<file path="src/rtl/prbs_test_sequencer.sv">
// Purpose: walks a queue of (pattern, repeat) entries through the PRBS datapath, judging each by pattern_correct.
// Latency: start to first prbs_valid is 2 cycles; each entry takes 1 load + VALID_CYCLES drive + up to TIMEOUT wait cycles.
// Backpressure: none; a push into a full config FIFO is dropped and flagged with a one-cycle cfg_overflow pulse.
module prbs_test_sequencer #(
  parameter int DATA_WIDTH   = 32,
  parameter int REP_WIDTH    = 8,
  parameter int DEPTH        = 4,
  parameter int VALID_CYCLES = 5,
  parameter int TIMEOUT      = 64,
  parameter int CNT_WIDTH    = 8
) (
  input  logic                  CLK,
  input  logic                  RST,
  input  logic                  start,
  input  logic                  abort,
  input  logic                  cfg_push,
  input  logic [DATA_WIDTH-1:0] cfg_data,
  input  logic [REP_WIDTH-1:0]  cfg_n,
  output logic                  cfg_full,
  output logic                  cfg_overflow,
  output logic [DATA_WIDTH-1:0] prbs_in,
  output logic [REP_WIDTH-1:0]  prbs_n,
  output logic                  prbs_valid,
  input  logic                  pattern_correct,
  output logic                  busy,
  output logic                  done,
  output logic [CNT_WIDTH-1:0]  pass_cnt,
  output logic [CNT_WIDTH-1:0]  fail_cnt
);

  localparam int AW   = $clog2(DEPTH);
  localparam int MAXC = (VALID_CYCLES > TIMEOUT) ? VALID_CYCLES : TIMEOUT;
  localparam int CW   = $clog2(MAXC + 1);

  typedef enum logic [2:0] {S_IDLE, S_LOAD, S_DRIVE, S_WAIT, S_FIN} state_t;

  state_t                state_q, state_d;
  logic [AW-1:0]         wr_ptr_q, wr_ptr_d;
  logic [AW-1:0]         rd_ptr_q, rd_ptr_d;
  logic [AW:0]           count_q, count_d;
  logic [DATA_WIDTH-1:0] prbs_in_q, prbs_in_d;
  logic [REP_WIDTH-1:0]  prbs_n_q, prbs_n_d;
  logic                  prbs_valid_q, prbs_valid_d;
  logic [CW-1:0]         cyc_q, cyc_d;
  logic                  hit_q, hit_d;
  logic [CNT_WIDTH-1:0]  pass_cnt_q, pass_cnt_d;
  logic [CNT_WIDTH-1:0]  fail_cnt_q, fail_cnt_d;
  logic                  overflow_q, overflow_d;

  logic [DATA_WIDTH-1:0] fifo_data_mem [DEPTH];
  logic [REP_WIDTH-1:0]  fifo_n_mem    [DEPTH];

  logic                  fifo_empty;
  logic                  pop;
  logic                  push_ok;
  logic [DATA_WIDTH-1:0] head_data;
  logic [REP_WIDTH-1:0]  head_n;
  logic                  drive_last;
  logic                  wait_last;
  logic                  hit_now;

  // Shared decode: FIFO handshakes and per-entry timing conditions
  always_comb begin
    fifo_empty = (count_q == '0);
    cfg_full   = (count_q == (AW+1)'(DEPTH));
    pop        = (state_q == S_LOAD) && !fifo_empty && !abort;
    // A pop in the same cycle frees a slot, so a push into a full FIFO still lands
    push_ok    = cfg_push && (!cfg_full || pop) && !abort;
    head_data  = fifo_data_mem[rd_ptr_q];
    head_n     = fifo_n_mem[rd_ptr_q];
    drive_last = (cyc_q == CW'(VALID_CYCLES - 1));
    wait_last  = (cyc_q == CW'(TIMEOUT - 1));
    hit_now    = hit_q || pattern_correct;
  end

  // FIFO storage; contents need no reset because pointers and count gate every read
  always_ff @(posedge CLK) begin
    if (push_ok) begin
      fifo_data_mem[wr_ptr_q] <= cfg_data;
      fifo_n_mem[wr_ptr_q]    <= cfg_n;
    end
  end

  // State register
  always_ff @(posedge CLK or negedge RST) begin
    if (!RST) state_q <= S_IDLE;
    else      state_q <= state_d;
  end

  // Next-state logic; abort overrides every transition
  always_comb begin
    state_d = state_q;
    if (abort) begin
      state_d = S_IDLE;
    end else begin
      case (state_q)
        S_IDLE:  if (start) state_d = S_LOAD;
        S_LOAD: begin
          if (fifo_empty)          state_d = S_FIN;
          else if (head_n != '0)   state_d = S_DRIVE;
        end
        S_DRIVE: if (drive_last) state_d = S_WAIT;
        S_WAIT:  if (hit_now || wait_last) state_d = S_LOAD;
        S_FIN:   state_d = S_IDLE;
        default: state_d = S_IDLE;
      endcase
    end
  end

  // Datapath next values: FIFO pointers, PRBS drive, entry timer, hit flag, counters
  always_comb begin
    wr_ptr_d     = wr_ptr_q;
    rd_ptr_d     = rd_ptr_q;
    count_d      = count_q;
    prbs_in_d    = prbs_in_q;
    prbs_n_d     = prbs_n_q;
    prbs_valid_d = prbs_valid_q;
    cyc_d        = cyc_q;
    hit_d        = hit_q;
    pass_cnt_d   = pass_cnt_q;
    fail_cnt_d   = fail_cnt_q;
    overflow_d   = cfg_push && cfg_full && !pop;

    if (abort) begin
      wr_ptr_d     = '0;
      rd_ptr_d     = '0;
      count_d      = '0;
      prbs_valid_d = 1'b0;
    end else begin
      if (push_ok) wr_ptr_d = wr_ptr_q + AW'(1);
      if (pop)     rd_ptr_d = rd_ptr_q + AW'(1);
      count_d = count_q + {{AW{1'b0}}, push_ok} - {{AW{1'b0}}, pop};

      case (state_q)
        S_IDLE: begin
          if (start) begin
            pass_cnt_d = '0;
            fail_cnt_d = '0;
          end
        end
        S_LOAD: begin
          if (pop) begin
            prbs_in_d = head_data;
            prbs_n_d  = head_n;
            if (head_n == '0) begin
              // A zero repeat count cannot be exercised, so it is scored as a failure
              if (fail_cnt_q != '1) fail_cnt_d = fail_cnt_q + CNT_WIDTH'(1);
            end else begin
              prbs_valid_d = 1'b1;
              cyc_d        = '0;
              hit_d        = 1'b0;
            end
          end
        end
        S_DRIVE: begin
          // Hits are remembered but never cut the drive window short
          hit_d = hit_now;
          if (drive_last) begin
            prbs_valid_d = 1'b0;
            cyc_d        = '0;
          end else begin
            cyc_d = cyc_q + CW'(1);
          end
        end
        S_WAIT: begin
          if (hit_now) begin
            if (pass_cnt_q != '1) pass_cnt_d = pass_cnt_q + CNT_WIDTH'(1);
          end else if (wait_last) begin
            if (fail_cnt_q != '1) fail_cnt_d = fail_cnt_q + CNT_WIDTH'(1);
          end else begin
            cyc_d = cyc_q + CW'(1);
          end
        end
        default: ;
      endcase
    end
  end

  // Datapath registers
  always_ff @(posedge CLK or negedge RST) begin
    if (!RST) begin
      wr_ptr_q     <= '0;
      rd_ptr_q     <= '0;
      count_q      <= '0;
      prbs_in_q    <= '0;
      prbs_n_q     <= '0;
      prbs_valid_q <= 1'b0;
      cyc_q        <= '0;
      hit_q        <= 1'b0;
      pass_cnt_q   <= '0;
      fail_cnt_q   <= '0;
      overflow_q   <= 1'b0;
    end else begin
      wr_ptr_q     <= wr_ptr_d;
      rd_ptr_q     <= rd_ptr_d;
      count_q      <= count_d;
      prbs_in_q    <= prbs_in_d;
      prbs_n_q     <= prbs_n_d;
      prbs_valid_q <= prbs_valid_d;
      cyc_q        <= cyc_d;
      hit_q        <= hit_d;
      pass_cnt_q   <= pass_cnt_d;
      fail_cnt_q   <= fail_cnt_d;
      overflow_q   <= overflow_d;
    end
  end

  // Outputs: status decoded from state, everything else straight from flops
  always_comb begin
    busy         = (state_q != S_IDLE);
    done         = (state_q == S_FIN);
    prbs_in      = prbs_in_q;
    prbs_n       = prbs_n_q;
    prbs_valid   = prbs_valid_q;
    pass_cnt     = pass_cnt_q;
    fail_cnt     = fail_cnt_q;
    cfg_overflow = overflow_q;
  end

endmodule

</file>
<file path="config.mk">
export PLATFORM = sky130hd
export DESIGN_NAME = prbs_test_sequencer
export DESIGN_NICKNAME = d
export VERILOG_FILES = /design/src/rtl/prbs_test_sequencer.sv
export SDC_FILE = /design/constraint.sdc
export NUM_CORES = 1
export LEC_CHECK = 0
export BUFFER_PORTS_ARGS = -buffer_cell sky130_fd_sc_hd__buf_4
export CORE_ASPECT_RATIO = 1.75
export CORE_MARGIN = 5
export CORE_UTILIZATION = 54
export CTS_BUF_LIST = sky130_fd_sc_hd__clkbuf_4
export CTS_CLUSTER_SIZE = 30
export DETAILED_ROUTE_END_ITERATION = 8
export PLACE_DENSITY = 0.77
export SLEW_MARGIN = 20
export SYNTH_ARGS = -nofsm -noshare
export SYNTH_HDL_FRONTEND = slang
export SYNTH_SLANG_ARGS = --single-unit
</file>
<file path="constraint.sdc">
create_clock -name CLK -period 3.1 [get_ports CLK]
set_input_delay 0.62 -clock CLK [delete_from_list [all_inputs] [get_ports CLK]]
set_output_delay 0.62 -clock CLK [all_outputs]
set_load 0.02 [all_outputs]
</file>
==> results of run 1 <==
-- cell families (layout without fill, tap and decap cells) --
kind of cell / Yosys count / count (layout) / share of synthesized area
flops: 236 / 236 / 0.712
simple gates: 118 / 118 / 0.0691
mux: 85 / 85 / 0.149
compound gates: 43 / 43 / 0.0296
buf+inv: 37 / 234 / 0.0167
fa+ha+maj: 11 / 11 / 0.0154
xor+xnor: 9 / 9 / 0.00836
other cells: 0 / 1 / 0
-- cell type report --
cell class / instances / area, µm² / share of cell area
Tap cell: 231 / 289 / 0.0256
Multi-Input combinational cell: 266 / 2570 / 0.228
Sequential cell: 236 / 6710 / 0.595
Inverter: 17 / 63.8 / 0.00566
Clock inverter: 20 / 110 / 0.00977
Clock buffer: 78 / 586 / 0.0519
Timing Repair Buffer: 119 / 943 / 0.0837
Antenna cell: 1 / 2.50 / 0.000222
-- flip-flops by register name (all words and copies together) (netlist names), 3 cells and up --
register,flops
count_q,3
cyc_q,7
fail_cnt,8
fifo_data_mem,128
fifo_n_mem,32
pass_cnt,8
prbs_in,32
prbs_n,8
state_q,3
-- metal layers --
| layer | wire length [µm] | vias up |
|---|---|---|
| met4 | 458 | 0 |
| li1 | - | 2435 |
| met2 | 10500 | 148 |
| met5 | 0 | - |
| met3 | 1230 | 33 |
| met1 | 6460 | 2677 |
-- Yosys cell counts, types with 2 or more instances --
| master | number | area (µm²) |
|---|---|---|
| edfxtp_1 | 160 | 4800 |
| dfrtp_1 | 76 | 1900 |
| mux2_2 | 43 | 484 |
| mux4_2 | 40 | 901 |
| nor2_1 | 27 | 101 |
| nand2_1 | 22 | 82.6 |
| inv_1 | 17 | 63.8 |
| nand3_1 | 16 | 80.1 |
| a21oi_1 | 11 | 55.1 |
| o21ai_0 | 11 | 55.1 |
| clkbuf_1 | 10 | 37.5 |
| ha_1 | 10 | 125 |
| and2_1 | 7 | 43.8 |
| buf_1 | 7 | 26.3 |
| nor3_1 | 6 | 30.0 |
| or3_1 | 6 | 37.5 |
| and3_1 | 5 | 31.3 |
| or4_1 | 5 | 37.5 |
| xnor2_1 | 5 | 43.8 |
| o211ai_1 | 4 | 30.0 |
| o31ai_1 | 4 | 30.0 |
| xor2_1 | 4 | 35.0 |
| nand3b_1 | 3 | 22.5 |
| nand4_1 | 3 | 18.8 |
| a21o_1 | 2 | 15.0 |
| and3b_1 | 2 | 17.5 |
| buf_6 | 2 | 22.5 |
| mux2i_1 | 2 | 20.0 |
| nor3b_1 | 2 | 15.0 |
| nor4_1 | 2 | 12.5 |
| nor4_2 | 2 | 25.0 |
| nor4bb_1 | 2 | 20.0 |
| or3b_2 | 2 | 17.5 |
-- worst max-delay path by stage --
| stage | startpoint | endpoint | slack, ns | cells after the start |
|---|---|---|---|---|
| 2_1_floorplan | state_q[1] | count_q[2] | 0.20 | 14 |
| 3_3_place_gp | state_q[2] | count_q[2] | 0.35 | 12 |
| 3_5_place_dp | state_q[2] | count_q[2] | 0.30 | 12 |
| 4_1_cts | state_q[2] | count_q[2] | 0.27 | 12 |
| 5_1_grt | state_q[2] | count_q[2] | 0.03 | 12 |
| 6_report | state_q[2] | count_q[2] | 0.31 | 12 |
-- power by group through the flow --
stage | registers [mW] | logic [mW] | clock network, mW
6_report | 4.19 | 2.34 | 2.39
5_1_grt | 4.25 | 2.54 | 2.65
4_1_cts | 4.20 | 2.38 | 2.46
3_5_place_dp | 4.26 | 2.37 | 0
3_3_place_gp | 4.23 | 2.31 | 0
2_1_floorplan | 4.47 | 1.19 | 0
-- timing repair --
| action | in CTS | in global routing |
|---|---|---|
| setup buffers | 0 | 0 |
| gates resized for setup | 0 | 1 |
| endpoints found under the hold margin | 0 | 0 |
| setup endpoints to repair | 0 | 2 |
-- stage by stage --
| step | hold slack, ns | cells | power (mW) | area [µm²] | setup WS (ns) |
|---|---|---|---|---|---|
| final | 0.166 | 968 | 8.92 | 11300 | 0.309 |
| after global routing | 0.134 | 968 | 9.44 | 11300 | 0.0258 |
| after floorplan | 0.324 | 539 | 5.66 | 9430 | 0.198 |
| after global placement | 0.489 | 869 | 6.54 | 10600 | 0.350 |
| after CTS | 0.141 | 967 | 9.04 | 11300 | 0.273 |
| after detailed placement | 0.495 | 869 | 6.63 | 10600 | 0.295 |
==> results.py, run 1 <==
metrics = {
    "run_status": {
        "status": "completed",
    },
    "floorplan": {
        "fp.dieArea_um2": 20300,
        "die_w_um": 110,
        "io_pins": 107,
        "die_h_um": 185,
        "start_util": 0.545,
        "row_count": 64,
        "core_um2": 17300,
    },
    "global_routing": {
        "met1_usage": 0.205,
        "grt_pass1_wl_um": 30100,
        "grt_max_degree": 70,
        "grtUsageTotal": 0.195,
        "grt.overflow.total": 0,
        "grtUsageMet2": 0.362,
        "grt.busiest_layer": "met2",
        "grt_pass1_vias": 5836,
        "grtUsageMet3": 0.0557,
        "antenna_found_initial": 1,
    },
    "pwr": {
        "peakVddDrop_uv": 602,
        "cellPowerDensity_nw_per_um2": 791,
        "switching_power_mw": 2.70,
        "seq_power_share": 0.470,
        "p_clk_frac": 0.267,
        "p_int_mw": 6.22,
        "combPwrFrac": 0.262,
        "swShare": 0.302,
        "p_leak_nw": 4.33,
    },
    "worst_setup_path": {
        "critPathBufInv": 3,
        "crit_top_cell": "inv_1",
        "cp_data_required_time_ns": 3.62,
        "end_kind": "flop",
        "path_delay_family": "simple AND/OR/NAND/NOR gates",
        "max_stage_delay_ns": 0.50,
        "crit_slowest_cell": "dfrtp_1",
        "r2r_end": "count_q[2]",
        "r2r_start": "state_q[2]",
        "rrSetupSlack_ns": 0.31,
        "crit_type": "reg2reg",
        "worstSetupStartpointType": "flop",
        "critPathMaxFanout": 13,
        "path_cells": "or3b_2 > o21ai_0 > nand2_1 > nor2_2 > inv_1 > ha_1 > inv_1 > ha_1 > inv_1 > fa_1 > xnor2_1 > nor2_1",
        "rr_worst_depth": 12,
        "arrival_ns": 3.32,
    },
    "final_layout": {
        "layout_common_cells": "edfxtp_1, buf_4, clkbuf_4, dfrtp_1, mux2_2",
        "nNetsFinal": 749,
        "fill_cells": 1262,
        "layout_commonest_cell": "edfxtp_1",
        "drive_above_1_share": 0.413,
        "syn_to_final_growth_pct": 19.7,
        "post-route-util": 0.652,
    },
    "synth": {
        "synth_ff_type": "edfxtp_1",
        "syn_nets": 596,
        "yosysWarningCount": 0,
        "ys_seq_elements": 236,
        "synth_cell_type_count": 52,
        "synth_edf_count": 160,
        "syn_inst": 539,
        "netlist_area_um2": 9420,
        "ys_seq_area_frac": 0.712,
        "async_reset_ff_frac": 0.322,
        "postSynthAreaPerCell_um2": 17.5,
    },
    "routing": {
        "drcViolationCount": 0,
        "drtIter0Drc": 245,
        "avgViaCountPerCell": 5.47,
        "vias": 5293,
        "postRouteAntennaNets": 0,
        "dr.pass1.iters": 5,
        "wl_um": 18700,
        "drt-wirelength-per-cell_um": 19.3,
    },
    "hold_path": {
        "min_path_type": "in2async",
    },
    "sta": {
        "tns_ns": 0,
        "max_slew_margin": 0.356,
        "tightestPinTransition_ns": 0.966,
        "max_freq_mhz": 358,
        "finalCritPeriodShare": 0.900,
        "rsz0062_at_grt": "no",
        "fin_crit_ns": 2.79,
        "skew_ns": 0.0492,
        "finalMaxSlewViolations": 0,
        "finalSetupViolations": 0,
        "hold_viol_final": 0,
    },
    "cts": {
        "clock_latency_ns": 0.63,
        "cts.htree.levels": 2,
        "cts.sinks": 236,
        "clockBufferDepth": 3,
        "ctsRootBufferMaster": "clkbuf_4",
        "cts_tree": "built",
        "clk_pin_slew_ns": 0.08,
        "cts_buffers": 52,
        "hold_buffers": 0,
    },
    "placed_design": {
        "hpwl_um": 12100,
        "io_buffers": 106,
        "finalWeightedCongestion": 0.977,
    },
    "run": {
        "maxCapViolCount": 0,
    },
}
(Power assumes the default switching activity.)
==> run 2, diff against run 1 <==
MAX_ROUTING_LAYER = met4   (was unset)
PLACE_DENSITY = unset   (was 0.77)
PLACE_DENSITY_LB_ADDON = 0.25   (was unset)
RECOVER_POWER = 25   (was unset)
==> run 2 against run 1 <==
Design area is 1.7% lower. Critical endpoint unchanged. Critical path depth unchanged. First-iteration DRC count increased by 14%. Utilization fell by 1.1 points. Register-to-register slack about the same. Clock power fell by 6%. Highest routed layer unchanged. Die area stayed put. Combinational power about the same. Count of clock-buffer cells in the layout decreased by 2. Routed wire length is essentially flat. Sequential share of layout area rose by 1.0 points. Maximum frequency down 0.36%.
==> results.py, run 2 (synthesized netlist as in run 1, its figures left out) <==
metrics = {
    "run_status": {
        "status": "completed",
    },
    "sta": {
        "skew_ns": 0.0347,
        "holdWs_ns": 0.0706,
        "max_freq_mhz": 357,
        "rsz0062_at_grt": "no",
        "tns_ns": 0,
        "max_slew_margin": 0.507,
        "finalSetupViolations": 0,
        "hold_viol_final": 0,
        "fin_crit_ns": 2.80,
        "finalMaxSlewViolations": 0,
        "tightestPinTransition_ns": 0.740,
        "finalCritPeriodShare": 0.904,
    },
    "cts": {
        "cts_setup_buffers": 0,
        "cts_resized": 0,
        "cts_tree": "built",
        "cts.sinks": 236,
        "clockBufferDepth": 3,
        "clock_latency_ns": 0.62,
        "ctsRootBufferMaster": "clkbuf_4",
        "cts_buffers": 51,
        "hold_buffers": 0,
        "clk_pin_slew_ns": 0.07,
        "cts.htree.levels": 2,
    },
    "global_routing": {
        "grt_max_degree": 52,
        "grtUsageTotal": 0.201,
        "grt_pass1_wl_um": 30100,
        "antenna_found_initial": 1,
        "grt.overflow.total": 0,
        "grt_pass1_vias": 5951,
    },
    "worst_setup_path": {
        "arrival_ns": 3.29,
        "max_stage_delay_ns": 0.49,
        "r2r_end": "count_q[2]",
        "crit_top_cell": "inv_1",
        "crit_type": "reg2reg",
        "path_delay_family": "simple AND/OR/NAND/NOR gates",
        "crit_start": "state_q[2]",
        "worstSetupStartpointType": "flop",
        "critPathMaxFanout": 13,
        "path_cells": "or3b_2 > o21ai_0 > nand2_1 > nor2_2 > inv_1 > ha_1 > inv_1 > ha_1 > inv_1 > fa_1 > xnor2_1 > nor2_1",
        "crit_end": "count_q[2]",
        "end_kind": "flop",
        "rrSetupSlack_ns": 0.30,
        "cp_data_required_time_ns": 3.58,
        "rr_worst_depth": 12,
        "r2r_start": "state_q[2]",
        "crit_slowest_cell": "dfrtp_1",
        "critPathBufInv": 3,
        "path_depth": 12,
    },
    "routing": {
        "drtIter0Drc": 279,
        "postRouteAntennaNets": 0,
        "drt-wirelength-per-cell_um": 19.4,
        "drcViolationCount": 0,
        "dr.pass1.iters": 4,
        "avgViaCountPerCell": 5.52,
        "wl_um": 18700,
        "vias": 5319,
    },
    "final_layout": {
        "syn_to_final_growth_pct": 17.6,
        "nNetsFinal": 749,
        "layout_common_cells": "edfxtp_1, buf_4, clkbuf_4, dfrtp_1, mux2_2",
        "fill_cells": 1342,
        "drive_above_1_share": 0.362,
        "layout_commonest_cell": "edfxtp_1",
        "largest_reg_flops": 128,
        "regMostFlops": "fifo_data_mem",
        "final_area_um2": 11100,
    },
    "placed_design": {
        "finalWeightedCongestion": 0.830,
        "placed_cell_area_um2": 10600,
        "hpwl_um": 11900,
        "io_buffers": 106,
    },
    "pwr": {
        "cellPowerDensity_nw_per_um2": 790,
        "peakVddDrop_uv": 501,
        "p_total_mw": 8.76,
        "p_leak_nw": 4.18,
    },
    "floorplan": {
        "die_h_um": 185,
        "row_count": 64,
        "core_um2": 17300,
        "fp.dieArea_um2": 20300,
        "start_util": 0.545,
        "io_pins": 107,
        "die_w_um": 110,
    },
    "hold_path": {
        "min_path_type": "in2async",
    },
    "run": {
        "maxCapViolCount": 0,
    },
}
run 2: cell types whose count changed in the layout (fill, tap and decap cells not counted):
cell / change
buf_4: -36
bufinv_16: -1
clkbuf_1: +37
clkbuf_4: -2
clkinv_1: -2
clkinv_2: -1
clkinvlp_4: -1
inv_2: +2
run 2: power breakdown:
part,total [mW],switching [mW],internal [mW]
Sequential,4.20,0.340,3.86
Combinational,2.31,1.22,1.09
Clock,2.24,1.11,1.13
Total,8.76,2.67,6.08
run 2: worst register-to-register path, cell delays in order (launching register included):
cell     delay (ns)
dfrtp_1        0.49
or3b_2         0.50
o21ai_0        0.23
nand2_1        0.15
nor2_2         0.17
inv_1          0.07
ha_1           0.27
inv_1          0.06
ha_1           0.13
inv_1          0.04
fa_1           0.37
xnor2_1        0.16
nor2_1         0.05
run 2: area by class of cell:
cell class                 instances  area, µm²  share of cell area
tap                              231        289              0.0261
clock inverter                    17       67.6             0.00609
antenna                            1       2.50            0.000226
sequential                       236       6710               0.605
multi-input combinational        266       2570               0.232
clock buffer                      76        571              0.0515
inverter                          17       63.8             0.00576
timing repair buffer             120        812              0.0733
run 2: per-layer routing:
metal,vias to the layer above,share of wire,global-route usage
li1,2433,-,-
met1,2694,0.35,0.211
met2,149,0.56,0.361
met3,43,0.051,0.0393
met4,0,0.030,0.0844
met5,-,0,-
run 2: how the worst min path moves through the flow:
stage / from / end / slack, ns / depth (start not counted)
2_1_floorplan: RST / cfg_overflow / 0.32 / 0
3_3_place_gp: prbs_n[7] / prbs_n[7] / 0.49 / 1
3_5_place_dp: prbs_in[14] / prbs_in[14] / 0.50 / 1
4_1_cts: RST / prbs_in[29] / 0.05 / 1
5_1_grt: RST / pass_cnt[4] / 0.09 / 1
6_report: RST / prbs_in[29] / 0.07 / 1
run 2: metrics by stage:
step / std cells / worst slack, ns / utilization
floorplan: 539 / 0.198 / -
global route: 964 / 0.0668 / 0.641
finish: 964 / 0.298 / 0.641
CTS: 963 / 0.224 / 0.649
detailed placement: 870 / 0.240 / 0.612
global placement: 870 / 0.327 / 0.612
